File: src/rtl/imm_gen_pkg.sv
// rtl/imm_gen_pkg.sv - shared encodings and field positions for the immediate generator
//
// Purpose: format select encodings, instruction field bit positions and a
// sign-extension helper shared by the decoder, the pipe and its interface.
// Ports: none (package).

package imm_gen_pkg;

  localparam int INSTR_W = 32;
  localparam int CTRL_W  = 3;

  typedef enum logic [CTRL_W-1:0] {
    IMM_I  = 3'b000,
    IMM_D  = 3'b001,
    IMM_B  = 3'b010,
    IMM_CB = 3'b011,
    IMM_IW = 3'b100
  } imm_fmt_e;

  // Immediate field positions inside the instruction word
  localparam int I_LSB  = 10;
  localparam int I_MSB  = 21;
  localparam int D_LSB  = 12;
  localparam int D_MSB  = 20;
  localparam int B_LSB  = 0;
  localparam int B_MSB  = 25;
  localparam int CB_LSB = 5;
  localparam int CB_MSB = 23;
  localparam int IW_LSB = 5;
  localparam int IW_MSB = 20;

  // MOVZ-style half-word select
  localparam int IW_HW_LSB = 21;
  localparam int IW_HW_MSB = 22;

  // Sign-extend the low 'width' bits of v to 64 bits
  function automatic logic [63:0] sext64(input logic [63:0] v, input int width);
    logic [63:0] t;
    t = v << (64 - width);
    return $signed(t) >>> (64 - width);
  endfunction

endpackage

File: src/rtl/imm_gen_pipe_if.sv
// rtl/imm_gen_pipe_if.sv - valid/ready bundle between decode, the immediate pipe and execute
//
// Purpose: groups the instruction input handshake and the result output
// handshake of imm_gen_pipe.
// Ports (signals):
//   in_valid/in_ready/in_instr/in_ctrl   - instruction + format offer
//   out_valid/out_ready/out_imm/out_err  - extended immediate result
// Modports: master = producer/consumer side, slave = imm_gen_pipe.

interface imm_gen_pipe_if
  import imm_gen_pkg::*;
#(
  parameter int DATA_W = 64
);
  logic               in_valid;
  logic               in_ready;
  logic [INSTR_W-1:0] in_instr;
  logic [CTRL_W-1:0]  in_ctrl;
  logic               out_valid;
  logic               out_ready;
  logic [DATA_W-1:0]  out_imm;
  logic               out_err;

  modport master (
    output in_valid, in_instr, in_ctrl, out_ready,
    input  in_ready, out_valid, out_imm, out_err
  );

  modport slave (
    input  in_valid, in_instr, in_ctrl, out_ready,
    output in_ready, out_valid, out_imm, out_err
  );
endinterface

File: src/rtl/imm_gen_decode.sv
// rtl/imm_gen_decode.sv - combinational immediate extraction and extension
//
// Purpose: turns (instruction, format select) into an extended immediate and
// an error flag for illegal formats or IW shifts beyond DATA_W.
// Ports:
//   instr_i  in  32      instruction word
//   ctrl_i   in  3       format select (imm_fmt_e)
//   imm_o    out DATA_W  extended immediate, zero on error
//   err_o    out 1       illegal ctrl or IW half-word out of range

module imm_gen_decode
  import imm_gen_pkg::*;
#(
  parameter int DATA_W   = 64,
  parameter int SHIFT_BR = 0
) (
  input  logic [INSTR_W-1:0] instr_i,
  input  logic [CTRL_W-1:0]  ctrl_i,
  output logic [DATA_W-1:0]  imm_o,
  output logic               err_o
);

  // Everything is built at 64 bits; sign extension to 64 then truncating to
  // 32 is identical to sign extension straight to 32.
  logic [63:0] wide;
  logic [1:0]  hw;
  logic        unused_bits;

  assign hw = instr_i[IW_HW_MSB:IW_HW_LSB];

  always_comb begin
    wide  = '0;
    err_o = 1'b0;
    case (ctrl_i)
      IMM_I:  wide = {52'b0, instr_i[I_MSB:I_LSB]};
      IMM_D:  wide = sext64({55'b0, instr_i[D_MSB:D_LSB]}, 9);
      IMM_B: begin
        if (SHIFT_BR != 0) wide = sext64({36'b0, instr_i[B_MSB:B_LSB], 2'b00}, 28);
        else               wide = sext64({38'b0, instr_i[B_MSB:B_LSB]}, 26);
      end
      IMM_CB: begin
        if (SHIFT_BR != 0) wide = sext64({43'b0, instr_i[CB_MSB:CB_LSB], 2'b00}, 21);
        else               wide = sext64({45'b0, instr_i[CB_MSB:CB_LSB]}, 19);
      end
      IMM_IW: begin
        // In a 32-bit result only half-words 0 and 1 exist
        if (DATA_W == 32 && hw[1]) err_o = 1'b1;
        else wide = {48'b0, instr_i[IW_MSB:IW_LSB]} << {hw, 4'b0000};
      end
      default: err_o = 1'b1;
    endcase
  end

  assign imm_o = wide[DATA_W-1:0];

  // Opcode bits and the upper half of 'wide' in 32-bit builds are not needed
  assign unused_bits = ^{instr_i[31:26], wide};

endmodule

File: src/rtl/imm_gen_pipe.sv
// rtl/imm_gen_pipe.sv - pipelined immediate generator with output and skid registers
//
// Purpose: decodes an accepted instruction into its immediate one cycle later,
// keeping full throughput under backpressure via a single skid entry.
// Ports:
//   CLK    in     rising-edge clock
//   Reset  in     synchronous active-high reset
//   bus    slave  in_valid/in_ready/in_instr/in_ctrl, out_valid/out_ready/out_imm/out_err

module imm_gen_pipe
  import imm_gen_pkg::*;
#(
  parameter int DATA_W   = 64,
  parameter int SHIFT_BR = 0
) (
  input  logic           CLK,
  input  logic           Reset,
  imm_gen_pipe_if.slave  bus
);

  logic [DATA_W-1:0] dec_imm;
  logic              dec_err;

  logic              out_valid_q, out_valid_d;
  logic [DATA_W-1:0] out_imm_q, out_imm_d;
  logic              out_err_q, out_err_d;
  logic              skid_valid_q, skid_valid_d;
  logic [DATA_W-1:0] skid_imm_q, skid_imm_d;
  logic              skid_err_q, skid_err_d;
  logic              in_ready_q, in_ready_d;

  logic              accept;
  logic              out_free;

  imm_gen_decode #(
    .DATA_W  (DATA_W),
    .SHIFT_BR(SHIFT_BR)
  ) u_decode (
    .instr_i(bus.in_instr),
    .ctrl_i (bus.in_ctrl),
    .imm_o  (dec_imm),
    .err_o  (dec_err)
  );

  always_comb begin
    out_valid_d  = out_valid_q;
    out_imm_d    = out_imm_q;
    out_err_d    = out_err_q;
    skid_valid_d = skid_valid_q;
    skid_imm_d   = skid_imm_q;
    skid_err_d   = skid_err_q;

    accept   = bus.in_valid && in_ready_q;
    out_free = !out_valid_q || bus.out_ready;

    if (out_free) begin
      if (skid_valid_q) begin
        // in_ready is low whenever skid is full, so no accept competes here
        out_valid_d  = 1'b1;
        out_imm_d    = skid_imm_q;
        out_err_d    = skid_err_q;
        skid_valid_d = 1'b0;
        skid_imm_d   = '0;
        skid_err_d   = 1'b0;
      end else if (accept) begin
        out_valid_d = 1'b1;
        out_imm_d   = dec_imm;
        out_err_d   = dec_err;
      end else begin
        out_valid_d = 1'b0;
      end
    end else if (accept) begin
      skid_valid_d = 1'b1;
      skid_imm_d   = dec_imm;
      skid_err_d   = dec_err;
    end

    // Registered ready: follows the next skid state, never out_ready directly
    in_ready_d = !skid_valid_d;
  end

  always_ff @(posedge CLK) begin
    if (Reset) begin
      out_valid_q  <= 1'b0;
      out_imm_q    <= '0;
      out_err_q    <= 1'b0;
      skid_valid_q <= 1'b0;
      skid_imm_q   <= '0;
      skid_err_q   <= 1'b0;
      in_ready_q   <= 1'b1;
    end else begin
      out_valid_q  <= out_valid_d;
      out_imm_q    <= out_imm_d;
      out_err_q    <= out_err_d;
      skid_valid_q <= skid_valid_d;
      skid_imm_q   <= skid_imm_d;
      skid_err_q   <= skid_err_d;
      in_ready_q   <= in_ready_d;
    end
  end

  assign bus.in_ready  = in_ready_q;
  assign bus.out_valid = out_valid_q;
  assign bus.out_imm   = out_imm_q;
  assign bus.out_err   = out_err_q;

endmodule

File: src/flat_wrapper.sv
// flat-port wrapper written by rule: the top's interface ports become plain ports
module imm_gen_pipe_flat import imm_gen_pkg::*;
#(
  parameter int DATA_W   = 64,
  parameter int SHIFT_BR = 0
)
  (CLK, Reset, bus_in_valid, bus_in_instr, bus_in_ctrl, bus_out_ready, bus_in_ready, bus_out_valid, bus_out_imm, bus_out_err);
  imm_gen_pipe_if #(.DATA_W(DATA_W)) bus_i ();
  input  logic CLK;
  input  logic Reset;
  input wire logic [$bits(bus_i.in_valid)-1:0] bus_in_valid;
  input wire logic [$bits(bus_i.in_instr)-1:0] bus_in_instr;
  input wire logic [$bits(bus_i.in_ctrl)-1:0] bus_in_ctrl;
  input wire logic [$bits(bus_i.out_ready)-1:0] bus_out_ready;
  output wire logic [$bits(bus_i.in_ready)-1:0] bus_in_ready;
  output wire logic [$bits(bus_i.out_valid)-1:0] bus_out_valid;
  output wire logic [$bits(bus_i.out_imm)-1:0] bus_out_imm;
  output wire logic [$bits(bus_i.out_err)-1:0] bus_out_err;
  assign bus_i.in_valid = bus_in_valid;
  assign bus_i.in_instr = bus_in_instr;
  assign bus_i.in_ctrl = bus_in_ctrl;
  assign bus_i.out_ready = bus_out_ready;
  assign bus_in_ready = bus_i.in_ready;
  assign bus_out_valid = bus_i.out_valid;
  assign bus_out_imm = bus_i.out_imm;
  assign bus_out_err = bus_i.out_err;
  imm_gen_pipe #(.DATA_W(DATA_W), .SHIFT_BR(SHIFT_BR)) u_core (.CLK(CLK), .Reset(Reset), .bus(bus_i));
endmodule
File: config.mk
export PLATFORM = sky130hd
export DESIGN_NAME = imm_gen_pipe_flat
export DESIGN_NICKNAME = d
export VERILOG_FILES = /design/src/rtl/imm_gen_pkg.sv /design/src/rtl/imm_gen_pipe_if.sv /design/src/rtl/imm_gen_decode.sv /design/src/rtl/imm_gen_pipe.sv /design/src/flat_wrapper.sv
export SDC_FILE = /design/constraint.sdc
export NUM_CORES = 1
export LEC_CHECK = 0
export CAP_MARGIN = 10
export CORE_MARGIN = 1.5
export CORE_UTILIZATION = 46
export DETAILED_ROUTE_END_ITERATION = 7
export PLACE_DENSITY = 0.7
export SLEW_MARGIN = 20
export SYNTH_ARGS = -nofsm -noshare
export SYNTH_HDL_FRONTEND = slang
export SYNTH_SLANG_ARGS = --single-unit
File: constraint.sdc
create_clock -name CLK -period 2.4 [get_ports CLK]
set_clock_uncertainty 0.05 [all_clocks]
set_input_delay 0.48 -clock CLK [delete_from_list [all_inputs] [get_ports CLK]]
set_output_delay 0.48 -clock CLK [all_outputs]
set_load 0.005 [all_outputs]
# Word level (Yosys, flattened, before mapping)
# Index checks and enable logic that the tools add are counted.
# W data, S select, Z words.
op_classes:
  eq_ne: 5
  muxes: 14
  n_reduce_logical: 10
  shifts: 1
op_table:
  columns: ["cell", "count"]
  rows:
  - ["$pmux W64 S5", 1]
  - ["$mux W64", 4]
  - ["$shl A16 B6 Y64", 1]
  - ["$mux W1", 9]
  - ["$eq A3 B2 Y1 const B", 2]
  - ["$reduce_or A5 Y1", 1]
  - ["$reduce_and A2 Y1", 2]
  - ["$reduce_bool A2 Y1", 2]
  - ["$eq A3 B1 Y1 const B", 1]
  - ["$eq A3 B3 Y1 const B", 1]
  - ["$logic_not A3 Y1", 1]
  - ["$logic_not A1 Y1", 2]
  - ["$ne A2 B1 Y1 const B", 1]
  - ["$logic_and A1 B1 Y1", 1]
  - ["$logic_or A1 B1 Y1", 1]
totals:
  regBits: 133
  elab_cells: 37
  in_bits: 39
  output_inout_bits: 67

# Depth between registers and ports, before layout
logic_depth:
  ltp_word: 5
  depth_mapped: 8
  depth_no_buf: 4

# By module
# A second synthesis with hierarchy kept.
unflattened:
  hier_cells: 616
  area_unflattened_um2: 6236.0
modules_own_cells:
  columns: ["module", "cells_per_inst", "seq_area_each_um2", "area_per_inst_um2", "instances"]
  rows:
  - ["imm_gen_pipe", 456, 2662.6, 5069.9, 1]
  - ["imm_gen_decode", 160, 0.0, 1166.1, 1]

# Worst setup path before layout
# Ideal clock, no wire load.
synth_timing:
  kind: "input-to-reg"
  from: "in bus_in_ctrl[1]"
  to: "reg u_core.out_imm_q[11], in the netlist u_core.bus.out_imm[11]"
  setup_slack_ns: 0.420
  setup_time_ns: 0.096
  t_arrival_ns: 1.834
  path_stages: 5
  path_buffers: 1
  path_cell_list: "buf_6 or4b_4 o311a_1 and3_1 o41ai_2"
synth_via:
  elab_chain_cells: 4
  elab_cells_between_ends: 8
synth_lines:
  columns: ["element", "line", "text"]
  rows:
  - ["start, declared", "flat_wrapper.sv:13", "input wire logic [$bits(bus_i.in_ctrl)-1:0] bus_in_ctrl;"]
  - ["$eq A3 B3 Y1 (tied with other cells)", "imm_gen_decode.sv:34", "case (ctrl_i)"]
  - ["$pmux W64 S5 *", "imm_gen_decode.sv:34", null]
  - ["$mux W64 *", "imm_gen_pipe.sv:65", "end else if (accept) begin"]
  - ["$mux W64 *", "imm_gen_pipe.sv:57", "if (skid_valid_q) begin"]
  - ["end signal, assigned", "imm_gen_pipe.sv:93", "out_imm_q <= out_imm_d;"]
  - ["end, declared", "imm_gen_pipe.sv:25", "logic [DATA_W-1:0] out_imm_q, out_imm_d;"]
# Every way passes the cells marked *; elsewhere a longest branch is shown, timed or not. The select of a mux whose other input is x is not followed.
# A chain may end at the register's enable or synchronous reset.

# Worst setup path after layout
# Ends and elaborated chain as after synthesis.

==> impl_metrics.py <==
metrics = {
    "timing": {
        "tightestPinTransition_ns": 0.562,
        "slew_viol_final": 0,
        "timing.final.crit_share_pct": 89.1,
        "hold_viol_final": 0,
        "slew_headroom_pct": 62.5,
        "setup_violations": 0,
        "rsz0062_at_grt": "false",
        "min_period_ns": 2.14,
        "timing.fmax_ghz": 0.468,
        "final.setup.tns_ns": 0,
    },
    "synthesis": {
        "ys_warn_count": 0,
        "synth_area_sq_um": 5990,
        "synth_fp_nets": 710,
        "syn_inst": 671,
        "ys_ff_latch": 133,
        "synth_ff_type": "dfxtp_1",
        "async_flop_share_pct": 0,
        "ys_seq_area_share_pct": 44.5,
        "synth_cell_types": 52,
        "avgSynthCellArea_sq_um": 8.92,
        "synth_edf_count": 0,
    },
    "drt": {
        "vias_per_cell": 6.29,
        "top_layer_used": "met4",
        "vias": 6038,
        "drt-initial-drc-count": 600,
        "dr_wl_met2_um": 9170,
        "wl_um": 20000,
        "post_drt_wl_per_cell_um": 20.9,
        "drtAntennaViolNets": 0,
        "drc": 0,
        "dr_wl_met3_um": 1430,
        "wl_met1_um": 8810,
        "drtPass1Iterations": 5,
    },
    "final_layout": {
        "nets": 816,
        "diodes": 0,
        "area_growth_syn_to_layout_pct": 35.2,
        "mostFrequentLayoutCell": "dfxtp_1",
        "final_layout_size_suffix_gt1_share_pct": 13.1,
        "nFillCells": 1083,
        "final_cell_mix": "133 x dfxtp_1, 99 x a21oi_1, 98 x clkdlybuf4s50_1",
        "fin_area_sq_um": 8100,
        "fin_util_pct": 63.9,
    },
    "worst_setup_path": {
        "critPathKind": "primary input to register",
        "worstPathArrival_ns": 2.41,
        "critPathSlowestCell": "or4b_4",
        "crit_fanout": 11,
        "setup.worst_path.end_class": "register",
        "worst-path-buf-inv": 2,
        "startpoint": "bus_in_ctrl[1]",
        "critPathTopFamily": "simple AND/OR/NAND/NOR gates",
        "rr_startpoint": "u_core.skid_valid_q$_SDFF_PP0_",
        "cp-start-kind": "primary input",
        "max_stage_delay_ns": 0.52,
        "required_ns": 2.67,
        "path_cells": "clkdlybuf4s50_1 -> buf_12 -> or4b_4 -> o311a_1 -> and3_1 -> o41ai_2",
    },
    "floorplanning": {
        "io_pins": 106,
        "core_area_sq_um": 12700,
        "die_w_um": 117,
        "start_util_pct": 47.2,
        "die_y_um": 117,
        "die_area_sq_um": 13700,
        "num_rows": 41,
    },
    "grt": {
        "grt_max_degree": 60,
        "grt.total_usage_pct": 29.8,
        "antenna_found_initial": 0,
        "first_global_vias": 5647,
        "grt-ovfl-total": 0,
        "grt_pass1_wl_um": 30800,
    },
    "clock_tree": {
        "ctsResizeCount": 0,
        "clockBufferDepth": 2,
        "clkLatencyLatePin_ns": 0.42,
        "h-tree-depth": 4,
        "clkSlewWorstSetupHoldPaths_ns": 0.06,
        "cts-buffers-inserted": 17,
        "ctsHoldBuffers": 0,
        "clock-root-buffer": "clkbuf_16",
        "cts_sinks": 133,
        "cts_tree": "built",
        "cts_setup_buffers": 0,
    },
    "min_path": {
        "hold_path.startpoint": "u_core.skid_imm_q[9]$_SDFFE_PP0P_",
        "worstHoldPathType": "register to register",
    },
    "pwr": {
        "p_leak_nw": 3.03,
        "pwr_density_cell_nw_per_um2": 708,
        "ir_drop_mv": 0.439,
    },
    "place": {
        "detailed_place_hpwl_um": 13200,
        "routabilityCongestion": 0.930,
        "placed_area_sq_um": 7520,
        "portBuffers": 99,
    },
    "job": {
        "drv_cap": 0,
    },
    "run_status": {
        "status": "finished, final reports clean",
    },
}
## routing by layer
layer  GRT usage (%)  up-vias
li1                -     2794
met1            39.3     2936
met2            45.6      264
met3            7.47       44
met4            14.8        0
met5               0        -
## path summary, 6_finish.rpt
path              slack [ns]                             endpoint  cells past startpoint
hold / removal          0.40    u_core.skid_imm_q[9]$_SDFFE_PP0P_                      1
setup reg to reg        0.54  u_core.bus.out_imm[41]$_SDFFE_PP0P_                      6
setup / recovery        0.26  u_core.bus.out_imm[11]$_SDFFE_PP0P_                      6
hold reg to reg         0.40    u_core.skid_imm_q[9]$_SDFFE_PP0P_                      1
## metrics by stage
stage	worst slack, ns	power, mW	cells	hold slack, ns
after floorplan	0.420	2.76	671	0.374
after global placement	-0.0981	3.17	930	0.386
after detailed placement	-0.148	3.19	930	0.390
after CTS	0.270	5.75	960	0.405
after global routing	0.0367	5.92	960	0.416
final	0.262	5.73	960	0.404
## area by class of cell
cell class | instances | area, sq um | area share, %
Sequential cell | 133 | 2660 | 32.9
Inverter | 6 | 22.5 | 0.278
Timing Repair Buffer | 165 | 1630 | 20.2
Multi-Input combinational cell | 454 | 2980 | 36.9
Clock inverter | 10 | 133 | 1.64
Tap cell | 172 | 215 | 2.66
Clock buffer | 20 | 447 | 5.52
## cell families (layout without fill, tap and decap cells)
group	after synthesis	in the layout	share of synthesized area [%]
buf+inv	84	201	5.96
flops	133	133	44.5
simple gates	149	149	14.2
compound gates	301	301	34.4
mux	4	4	0.878
## sequential cells by signal (all words and copies together), names as in the netlist
register,flops
u_core.skid_err_q,1
u_core.bus.in_ready,1
u_core.skid_imm_q,64
u_core.bus.out_valid,1
u_core.bus.out_imm,64
u_core.bus.out_err,1
u_core.skid_valid_q,1
## Yosys cell counts, drive strengths merged (2+ instances only)
library cell,n,share of area [%]
a2bb2oi,2,0.29
buf,24,2.2
nand2,12,0.75
o21ai,21,1.8
nand4bb,2,0.38
o211ai,3,0.38
nand2b,10,1.0
nor4b,2,0.29
o22ai,42,4.4
a2111oi,12,1.8
nand4b,2,0.29
nor2b,8,0.84
a211o,4,0.59
nor3b,2,0.33
nand3,4,0.33
a21oi,99,8.3
and3,46,4.8
a22o,15,2.2
nor3,17,1.4
mux2i,3,0.50
a211oi,11,1.5
clkbuf,54,3.4
o21a,3,0.38
inv,6,0.38
dfxtp,133,44
a221oi,11,1.6
a22oi,8,1.0
a311oi,4,0.59
nor2,34,2.3
nand3b,3,0.38
o2bb2ai,60,8.8
## power breakdown
part	switching, mW	internal [mW]	leakage (nW)	total, mW
sequential	0.0432	2.28	1.08	2.33
clock	0.940	1.64	0.278	2.58
combinational	0.445	0.380	1.67	0.826
total	1.43	4.30	3.03	5.73
No activity file was read; power rests on OpenSTA's default activity.
